==> config.mk <==
export PLATFORM = sky130hd
export DESIGN_NAME = fetch_unit
export DESIGN_NICKNAME = d
export VERILOG_FILES = /design/src/rtl/fetch_unit.sv
export SDC_FILE = /design/constraint.sdc
export NUM_CORES = 1
export LEC_CHECK = 0
export ABC_AREA = 0
export CELL_PAD_IN_SITES_DETAIL_PLACEMENT = 1
export CELL_PAD_IN_SITES_GLOBAL_PLACEMENT = 1
export CORE_MARGIN = 3
export CORE_UTILIZATION = 32
export CTS_CLUSTER_DIAMETER = 40
export DETAILED_ROUTE_END_ITERATION = 8
export GPL_TIMING_DRIVEN = 0
export PLACE_DENSITY = 0.88
export SYNTH_ARGS = -nofsm -noshare
export SYNTH_HDL_FRONTEND = slang
export SYNTH_SLANG_ARGS = --single-unit
==> constraint.sdc <==
create_clock -name clk -period 2.57 [get_ports clk]
set_input_delay 0.257 -clock clk [delete_from_list [all_inputs] [get_ports clk]]
set_output_delay 0.257 -clock clk [all_outputs]
set_load 0.05 [all_outputs]
==> src/rtl/fetch_unit.sv <==
// In-order fetch stage: holds PC and commit-order tag, issues one outstanding imem read,
// pushes returned words into the instruction queue. Optional counters under FETCH_PERF_EN.
module fetch_unit #(
  parameter logic [31:0] RESET_PC = 32'h1eceb000,
  parameter logic [31:0] PC_STEP  = 32'd4
) (
  input  logic        clk,
  input  logic        rst,
  output logic [31:0] imem_addr,
  output logic [3:0]  imem_rmask,
  input  logic [31:0] imem_rdata,
  input  logic        imem_resp,
  input  logic        instr_full,
  output logic        instr_push,
  output logic [31:0] instr_in,
  output logic [63:0] order_in,
  input  logic        redirect_valid,
  input  logic [31:0] redirect_pc,
  input  logic [63:0] redirect_order
`ifdef FETCH_PERF_EN
  ,
  output logic [31:0] perf_fetched,
  output logic [31:0] perf_full_stall,
  output logic [31:0] perf_discard
`endif
);

  typedef enum logic [1:0] {
    IDLE,
    WAIT,
    DISCARD
  } state_t;

  state_t      state;
  logic [31:0] pc;
  logic [63:0] order;
  logic        issue;
  logic        push;
  logic [31:0] redir_pc_al;

  assign redir_pc_al = redirect_pc & 32'hFFFF_FFFC;

  // rst gates the strobes so nothing is requested or pushed while reset is held
  always_comb begin
    issue      = !rst && (state == IDLE) && !redirect_valid && !instr_full;
    push       = !rst && (state == WAIT) && imem_resp && !redirect_valid;
    imem_rmask = issue ? 4'hF : 4'h0;
    imem_addr  = pc & 32'hFFFF_FFFC;
    instr_push = push;
    instr_in   = push ? imem_rdata : '0;
    order_in   = push ? order : '0;
  end

  always_ff @(posedge clk) begin
    if (rst) begin
      state <= IDLE;
      pc    <= RESET_PC;
      order <= '0;
    end else begin
      case (state)
        IDLE: begin
          if (redirect_valid) begin
            pc    <= redir_pc_al;
            order <= redirect_order;
          end else if (!instr_full) begin
            state <= WAIT;
          end
        end
        WAIT: begin
          if (redirect_valid) begin
            pc    <= redir_pc_al;
            order <= redirect_order;
            state <= imem_resp ? IDLE : DISCARD;
          end else if (imem_resp) begin
            pc    <= pc + PC_STEP;
            order <= order + 64'd1;
            state <= IDLE;
          end
        end
        DISCARD: begin
          if (redirect_valid) begin
            pc    <= redir_pc_al;
            order <= redirect_order;
          end
          if (imem_resp) state <= IDLE;
        end
        default: state <= IDLE;
      endcase
    end
  end

`ifdef FETCH_PERF_EN
  logic stall_cyc;
  logic drop;

  always_comb begin
    stall_cyc = (state == IDLE) && instr_full && !redirect_valid;
    drop      = imem_resp && ((state == DISCARD) || ((state == WAIT) && redirect_valid));
  end

  always_ff @(posedge clk) begin
    if (rst) begin
      perf_fetched    <= '0;
      perf_full_stall <= '0;
      perf_discard    <= '0;
    end else begin
      if (push && perf_fetched != '1)         perf_fetched    <= perf_fetched + 32'd1;
      if (stall_cyc && perf_full_stall != '1) perf_full_stall <= perf_full_stall + 32'd1;
      if (drop && perf_discard != '1)         perf_discard    <= perf_discard + 32'd1;
    end
  end
`endif

endmodule

Word-level counts from Yosys, hierarchy flattened
Cells that the tools add are included.
{"block": "classes", "add_sub_neg": 2, "eq_ne": 6, "muxes": 17, "n_reduce_logical": 14}
{"operator": "64-bit two-way mux", "count": 4}
{"operator": "32-bit two-way mux", "count": 4}
{"operator": "64-bit one-hot mux with 2 select lines", "count": 1}
{"operator": "64-bit by 1-bit adder with 64-bit output, second input constant", "count": 1}
{"operator": "32-bit one-hot mux with 2 select lines", "count": 1}
{"operator": "32-bit by 3-bit adder with 32-bit output, second input constant", "count": 1}
{"operator": "2-bit two-way mux", "count": 5}
{"operator": "1-bit logical AND", "count": 6}
{"operator": "2-bit one-hot mux with 3 select lines", "count": 1}
{"operator": "4-bit two-way mux", "count": 1}
{"operator": "2-bit inequality test, second input constant", "count": 2}
{"operator": "1-bit zero test", "count": 3}
{"operator": "3-bit inequality test, second input constant", "count": 1}
{"operator": "3-bit AND reduction", "count": 1}
{"operator": "2-bit by 1-bit == test with 1-bit output, second input constant", "count": 1}
{"operator": "2-bit == test, second input constant", "count": 1}
{"operator": "2-bit zero test", "count": 1}
{"operator": "2-bit by 1-bit inequality test with 1-bit output, second input constant", "count": 1}
{"operator": "2-bit AND reduction", "count": 1}
{"operator": "2-bit nonzero test", "count": 1}
{"operator": "2-bit OR reduction", "count": 1}
{"block": "word_totals", "register_bits": 98, "in_bits": 133, "elab_cells": 42}

Logic depth before layout (Yosys ltp)
{"block": "logic_depth", "depth_word": 5, "ltp_mapped": 9, "mapped_depth_nobuf": 6}

Least setup slack after synthesis
OpenSTA, ideal clock, no wires.
{"block": "synth_path", "path_kind": "register to output", "start": "reg state[1]", "end": "out order_in[50]", "arrival_ps": 2392, "required_time_ps": 2313, "slack_ps": -79, "stages_incl_launch_ff": 8, "path_cell_list": "dfxtp_1 > buf_2 > or3_1 > or2_1 > buf_2 > inv_1 > clkbuf_1 > and2_1"}
{"block": "synth_between", "elab_chain_len": 5}
{"item": "start: declaration", "line_no": "34", "source": "state_t state;"}
{"item": "start signal: assignment", "line_no": "73", "source": "state <= imem_resp ? IDLE : DISCARD;"}
{"item": "2-bit by 1-bit == test with 1-bit output", "line_no": "46", "source": "push = !rst && (state == WAIT) && imem_resp && !redirect_valid;"}
{"item": "1-bit logical AND (3 in series)", "line_no": "46"}
{"item": "named net instr_push", "line_no": "14", "source": "output logic instr_push,"}
{"item": "64-bit two-way mux", "line_no": "51", "source": "order_in = push ? order : '0;"}
{"item": "end: declaration", "line_no": "16", "source": "output logic [63:0] order_in,"}
The timed path passes the listed nets, and every way through them passes these cells.

Worst setup path after layout
{"block": "layout_path", "start": "reg state[1]", "end": "out order_in[12]"}
{"block": "layout_between", "elab_chain_len": 5}
{"item": "2-bit by 1-bit == test with 1-bit output", "line_no": "46"}
{"item": "1-bit logical AND (3 in series)", "line_no": "46"}
{"item": "64-bit two-way mux", "line_no": "51"}
Every way passes these cells.

==> results by group <==
Outcome
  – Status: finished with violations
  – Failing checks: setup timing

Floorplan
  – Starting Density: 0.328
  – Core Rows: 54
  – Core area: 22000 sq um
  – Full die area: 24300 sq um
  – Die X: 156 microns
  – Die Span Y: 156 microns
  – I/O pin cnt: 266

Timing
  – Worst slew pin tran: 1080 ps
  – Setup Viol. Count Final: 1
  – Final period utilization: 1.01
  – FMAX: 0.387 GHz
  – Post-route setup slack: -13.3 ps
  – Hold slack: 465 ps
  – Pins over their slew limit: 0
  – Relative slew slack: 0.275
  – Hold Fails Final Rpt: 0
  – Clock skew: 16.5 ps
  – RSZ-0062 raised after global routing: true
  – Tmin final: 2580 ps

Route
  – Vias per inst: 6.50
  – DRT Wirelength: 42.9 mm
  – DRC: 0
  – Final ANT Viol Nets: 0
  – Pre-antenna DRT Iters: 5
  – Vias: 10300
  – Number of DRC markers in iteration 0: 1386
  – Drt wl/cell: 26.9 microns

Hold path
  – Hold path depth: 3
  – Min-Delay Path Class: input pin to flop

Worst setup path
  – CP endpoint kind: primary output
  – Critical path startpoint category: flop
  – Top delay family on crit path: simple AND/OR/NAND/NOR gates
  – Crit path kind: flop to primary output
  – Critical path's slowest cell: or3_4
  – CP bufs+invs: 5
  – CP Cell Sequence: or3_4, or2_4, buf_12, inv_12, buf_16, clkbuf_16, and2_1, buf_6
  – Reg2Reg Depth: 6
  – Critical Path Stages: 8
  – Worst Setup EP: order_in[12]
  – Worst path max stage delay: 390 ps
  – Critical path arrival: 2330 ps
  – R2R Path End: order[38]
  – Worst setup startpoint: state[1]
  – Crit Path Max Fanout: 9
  – Worst R2R Setup Slack: 10 ps
  – Required time worst endpoint: 2310 ps
  – FF-to-FF Start: state[0]

Job
  – MaxCap Viol Count: 0

Synthesis
  – Post-synth top area cell: dfxtp_1
  – Number of synthesized flops with an enable pin: 0
  – Area share of the largest cell type after synthesis: 0.267
  – Ys Warns: 0
  – Syn_area_per_cell: 7.11 sq um
  – Cell area after synthesis: 7200 sq um
  – Register area share after synthesis: 0.267
  – Post-synth top flop: dfxtp_1
  – Synth area leaders: dfxtp_1 (27%), and2_1 (8.9%), nor2_1 (4.7%)
  – Ys async rst share: 0
  – Distinct cells, synth: 70
  – #FFs+latches synth: 96
  – Synth Instances: 1013

CTS
  – H-Tree Depth: 3
  – Reg clk slew, reported paths: 80 ps
  – Num CTS Buffers: 9
  – Skew-Pair Late Insertion Delay: 380 ps
  – Hold_buf cts: 0
  – Clock sinks: 96
  – CTS tree: done
  – CTS Buffer Depth: 2
  – Root buf cell: clkbuf_16

Placement
  – Post-DP HPWL: 29.5 mm
  – GPL Wtd Cong: 0.969
  – Port bufs: 260
  – DP Area: 10200 sq um

Pwr
  – Peak VDD IR: 0.000284 V
  – Total Power: 4220 uW
  – PD cells: 375 nW/um^2
  – Leakage power: 0.00429 uW

Global route
  – Global-route wire length before repair: 60.6 mm
  – Antenna violations before repair: 0
  – Total grt overflow: 0
  – Gr usage total: 0.320
  – Vias in the first global route: 10300
  – Largest net degree at the start of global routing: 18

Finish
  – Final net count: 1441
  – Commonest cells after routing, fill and taps aside: clkdlybuf4s50_1 (158), dfxtp_1 (91), nor2_1 (85)
  – Post-Layout Inst Area: 11300 sq um
  – Area growth syn-to-layout: 56.3%
  – Commonest non-fill, non-tap cell in the layout: clkdlybuf4s50_1
  – Layout cells sized above 1: 0.204
## worst min path at each step
stage,from,to
after floorplan,imem_resp,state[1]
after global placement,pc[15],pc[16]
after detailed placement,pc[15],pc[16]
after CTS,rst,order[41]
after global routing,redirect_order[27],order[27]
final,redirect_order[27],order[27]
## registers in the layout, summed over array words and instances (netlist names)
signal  flops
state       2
order      64
pc         30
## per-layer routing
| layer | up-vias | part of all wire | global-route usage |
|---|---|---|---|
| li1 | 4388 | - | - |
| met2 | 844 | 0.45 | 0.512 |
| met3 | 219 | 0.12 | 0.0821 |
| met5 | - | 0 | 0 |
| met1 | 4892 | 0.36 | 0.387 |
| met4 | 0 | 0.067 | 0.193 |
## power by group
| part | total [uW] | internal [uW] | switching [uW] | leakage [uW] |
|---|---|---|---|---|
| combinational | 1060 | 443 | 618 | 0.00336 |
| sequential | 1760 | 1590 | 173 | 0.000796 |
| clock | 1400 | 668 | 729 | 0.000132 |
| total | 4220 | 2700 | 1520 | 0.00429 |
## synth_stat cells (all sizes together) (18+ instances only)
| library cell | number |
|---|---|
| and3 | 21 |
| o21ai | 47 |
| a31oi | 31 |
| nor3 | 28 |
| buf | 24 |
| nor4 | 21 |
| o211ai | 22 |
| dfxtp | 96 |
| and2 | 105 |
| nand2 | 83 |
| nor2 | 90 |
| a32oi | 22 |
| nand3 | 56 |
| nand4 | 42 |
| a21oi | 59 |
| clkbuf | 75 |
| or3 | 18 |
## worst register-to-register path: cells and delay by family (launching register included)
| family | cells | cell delay (ps) |
|---|---|---|
| simple gates | 4 | 1540 |
| compound gates | 1 | 180 |
| flops | 1 | 400 |
| buf+inv | 1 | 350 |
## layout make-up
| type | instances | area (sq um) |
|---|---|---|
| well taps | 280 | 350 |
| plain buffers | 94 | 593 |
| clock inverters | 7 | 55.1 |
| clock buffers | 9 | 225 |
| flip-flops and latches | 96 | 1930 |
| inverters | 16 | 72.6 |
| diodes | 1 | 2.50 |
| multi-input cells | 803 | 4970 |
| repair buffers | 285 | 3050 |
| fillers | 2694 | 10700 |
| repair inverters | 1 | 8.76 |
## logic make-up after synthesis
kind of cell / Yosys count / share of synthesized area
simple gates: 509 / 0.389
compound gates: 286 / 0.270
buf+inv: 115 / 0.0650
other cells: 1 / 0.000521
fa+ha+maj: 2 / 0.00347
flops: 96 / 0.267
mux: 4 / 0.00573
## repair_timing
action,CTS,global route
setup endpoints to repair,190,148
gates cloned,1,12
pin swaps,2,5
setup buffers,5,8
gates resized for setup,756,56
## metrics by stage
stage               TNS, ps   util  std cells  setup slack, ps
finish                -13.3  0.513       1592            -13.3
global route           -959  0.512       1591             -104
CTS                   -58.9  0.493       1575            -21.9
detailed placement  -166240  0.463       1554            -1540
global placement    -157980  0.463       1554            -1490
floorplan                 0      -       1014              173
(Power assumes the default switching activity.)
==> patch: new RTL, same flow settings <==
Build with the macro `FETCH_PERF_EN` defined.
--- a/src/rtl/fetch_unit.sv
+++ b/src/rtl/fetch_unit.sv
@@ -1,5 +1,7 @@
 // In-order fetch stage: holds PC and commit-order tag, issues one outstanding imem read,
 // pushes returned words into the instruction queue. Optional counters under FETCH_PERF_EN.
+`define FETCH_PERF_EN
+
 module fetch_unit #(
   parameter logic [31:0] RESET_PC = 32'h1eceb000,
   parameter logic [31:0] PC_STEP  = 32'd4
Check against the original RTL (old outputs only; new: perf_discard, perf_fetched and perf_full_stall): same outputs for any inputs over 4 cycles, from zero or initial values and one cycle with rst high; that may be too few to reach the edited logic, so the function may still have changed.
==> patch against the original RTL <==
- global-route usage down 2.9 points
- sequential share of layout area rose by 6.8 points
- fmax grew 1.7%
- routed wire length is 38% higher
- design area rose by 44%
- clock power rose by 91%
- final cell count increased by 51%
- total power grew 67%
- area after synthesis up 59%
- highest routed layer is now met5
- worst setup slack better by 43 ps
- sequential cell count is 96 higher
- synthesized cell count grew 52%
==> patch: results (changes against the original RTL) <==
* M1 wire length at 22900 µm (+47%)
* Share of layout cells above drive strength 1 at 13.6% (-6.9 points)
* Worst rel slew slack at 35.9% (+8.4 points)
* Initial drt markers at 1401 (+1.1%)
* CP max stage delay at 520 ps (+130 ps)
* Post-layout nets at 2062 (+43%)
* Fillers at 4326 (+61%)
* CTS Root Cell: clkbuf_16
* Top delay family on crit path: buffers and inverters
* P_leak at 6.20 nW (+44%)
* XOR/XNOR Fraction of Synth Area at 5.58% (+5.6 points)
* Avg Cell Area, Syn at 7.46 µm² (+5.0%)
* Pre-Repair DR Iteration Count at 6 (+1)
* Worst skew pair latency at 460 ps (+80 ps)
* WL met2 at 27500 µm (+42%)
* Endpoints failing setup at 0 (-1)
* Pre-CTS setup slack at -1540 ps (+1.64 ps)
* Wire per inst at 24.8 µm (-8.1%)
* First-pass GRT wire length at 87200 µm (+44%)
* Largest net degree at the start of global routing at 18 (unchanged)
* Post-Place Cells at 2349 (+51%)
* Count of cell types in the netlist at 74 (+5.7%)
* Initial antenna violation count at 13 (+13)
* Worst VDD drop at 0.000446 V (+57%)
* Reg with most FFs: order
* Async SR Flop Fraction at 0% (unchanged)
* Largest fanout on the critical path at 10 (+1)
* Routed vias at 14700 (+42%)
* Top routing layer in use: met5
* Post-Synth Adder-Cell Area at 0.546% (+0.20 points)
* Setup Skew at 15.9 ps (-0.574 ps)
* Drt total wl at 59400 µm (+38%)
* Hold slack at 365 ps (-101 ps)
* Sequential-to-total area share from yosys stat at 33.5% (+6.8 points)
* Largest cells by area after synthesis: dfxtp_1, and3_1, nor2_1
* Synth top cells by count: dfxtp_1, nor2_1, nand2_1, and3_1, clkbuf_1
* Critical Path AT at 2280 ps (-50 ps)
* Gpl congestion at 0.958 (-1.2%)
* CP max stage cell: clkdlybuf4s50_1
* IO Port Bufs at 357 (+37%)
* WL met3 at 6010 µm (+20%)
* Tot GR Track Use at 29.2% (-2.9 points)
* Post-synthesis mux area share at 0.458% (-0.11 points)
* Final period util at 98.8% (-1.7 points)
* Hold Crit Class: input port to flop
* Synth top area share at 33.5% (+6.8 points)
* Inserted Clock Buffers at 17 (+8)
* Post-DP HPWL at 43600 µm (+48%)
* Status: complete, no violations
* Max FFs per register at 64 (unchanged)
* Synth Area in Compound Gates at 18.2% (-8.8 points)
* H-tree levels at 4 (+1)
* FF-to-FF setup slack at 40 ps (+30 ps)
## patch: cell count changes after synthesis, sizes merged, moves of 24 or more
cell and change:
clkbuf +24, nand2 +64, and3 +106, nor2 +89, xor2 +57, dfxtp +96
nand3 +34, o21ai +27, nand4 +25, and2 -91
## patch: metal layers
| layer | up-vias | track usage [%] |
|---|---|---|
| met4 | 16 | 13.3 |
| met3 | 189 | 8.04 |
| met5 | - | 0 |
| met1 | 7130 | 35.5 |
| li1 | 6497 | - |
| met2 | 894 | 48.0 |
## patch: path summary, 6_finish.rpt
path,startpoint,to,cells past startpoint
setup / recovery,rst,imem_rmask[1],8
hold / removal,redirect_order[45],order[45]$_SDFFE_PP0P_,3
setup reg to reg,state[0]$_SDFFE_PP0P_,order[55]$_SDFFE_PP0P_,7
hold reg to reg,order[20]$_SDFFE_PP0P_,order[20]$_SDFFE_PP0P_,1
## patch: timing repair
item                       CTS  global route
setup endpoints to repair  246           202
gates cloned                 0             0
resized for setup          601            59
setup buffers                7             7
pin swaps                    5             4
## patch: cells by family (layout without fill, tap and decap cells)
family,Yosys count,count (layout)
buffers and inverters,133,533
AOI/OAI and AO/OA,323,323
and+or+nand+nor,804,804
xor gates and xnor gates,73,73
muxes,5,5
other,1,7
adders and majority gates,5,5
DFF,192,192
## patch: layout make-up
class	count	area, µm²	share of cell area (%)
antenna	5	12.5	0.0774
buffer	112	573	3.54
clock buffer	20	457	2.82
clock inverter	12	103	0.635
inverter	18	67.6	0.418
multi-input combinational	1212	7270	45.0
sequential	192	3860	23.9
tap	455	569	3.52
timing repair buffer	371	3250	20.1
## patch: report_power, final
group | internal (mW) | leakage (nW) | switching (mW) | total, mW
combinational | 0.444 | 4.36 | 0.691 | 1.13
sequential | 3.08 | 1.57 | 0.175 | 3.25
clock | 1.32 | 0.267 | 1.36 | 2.68
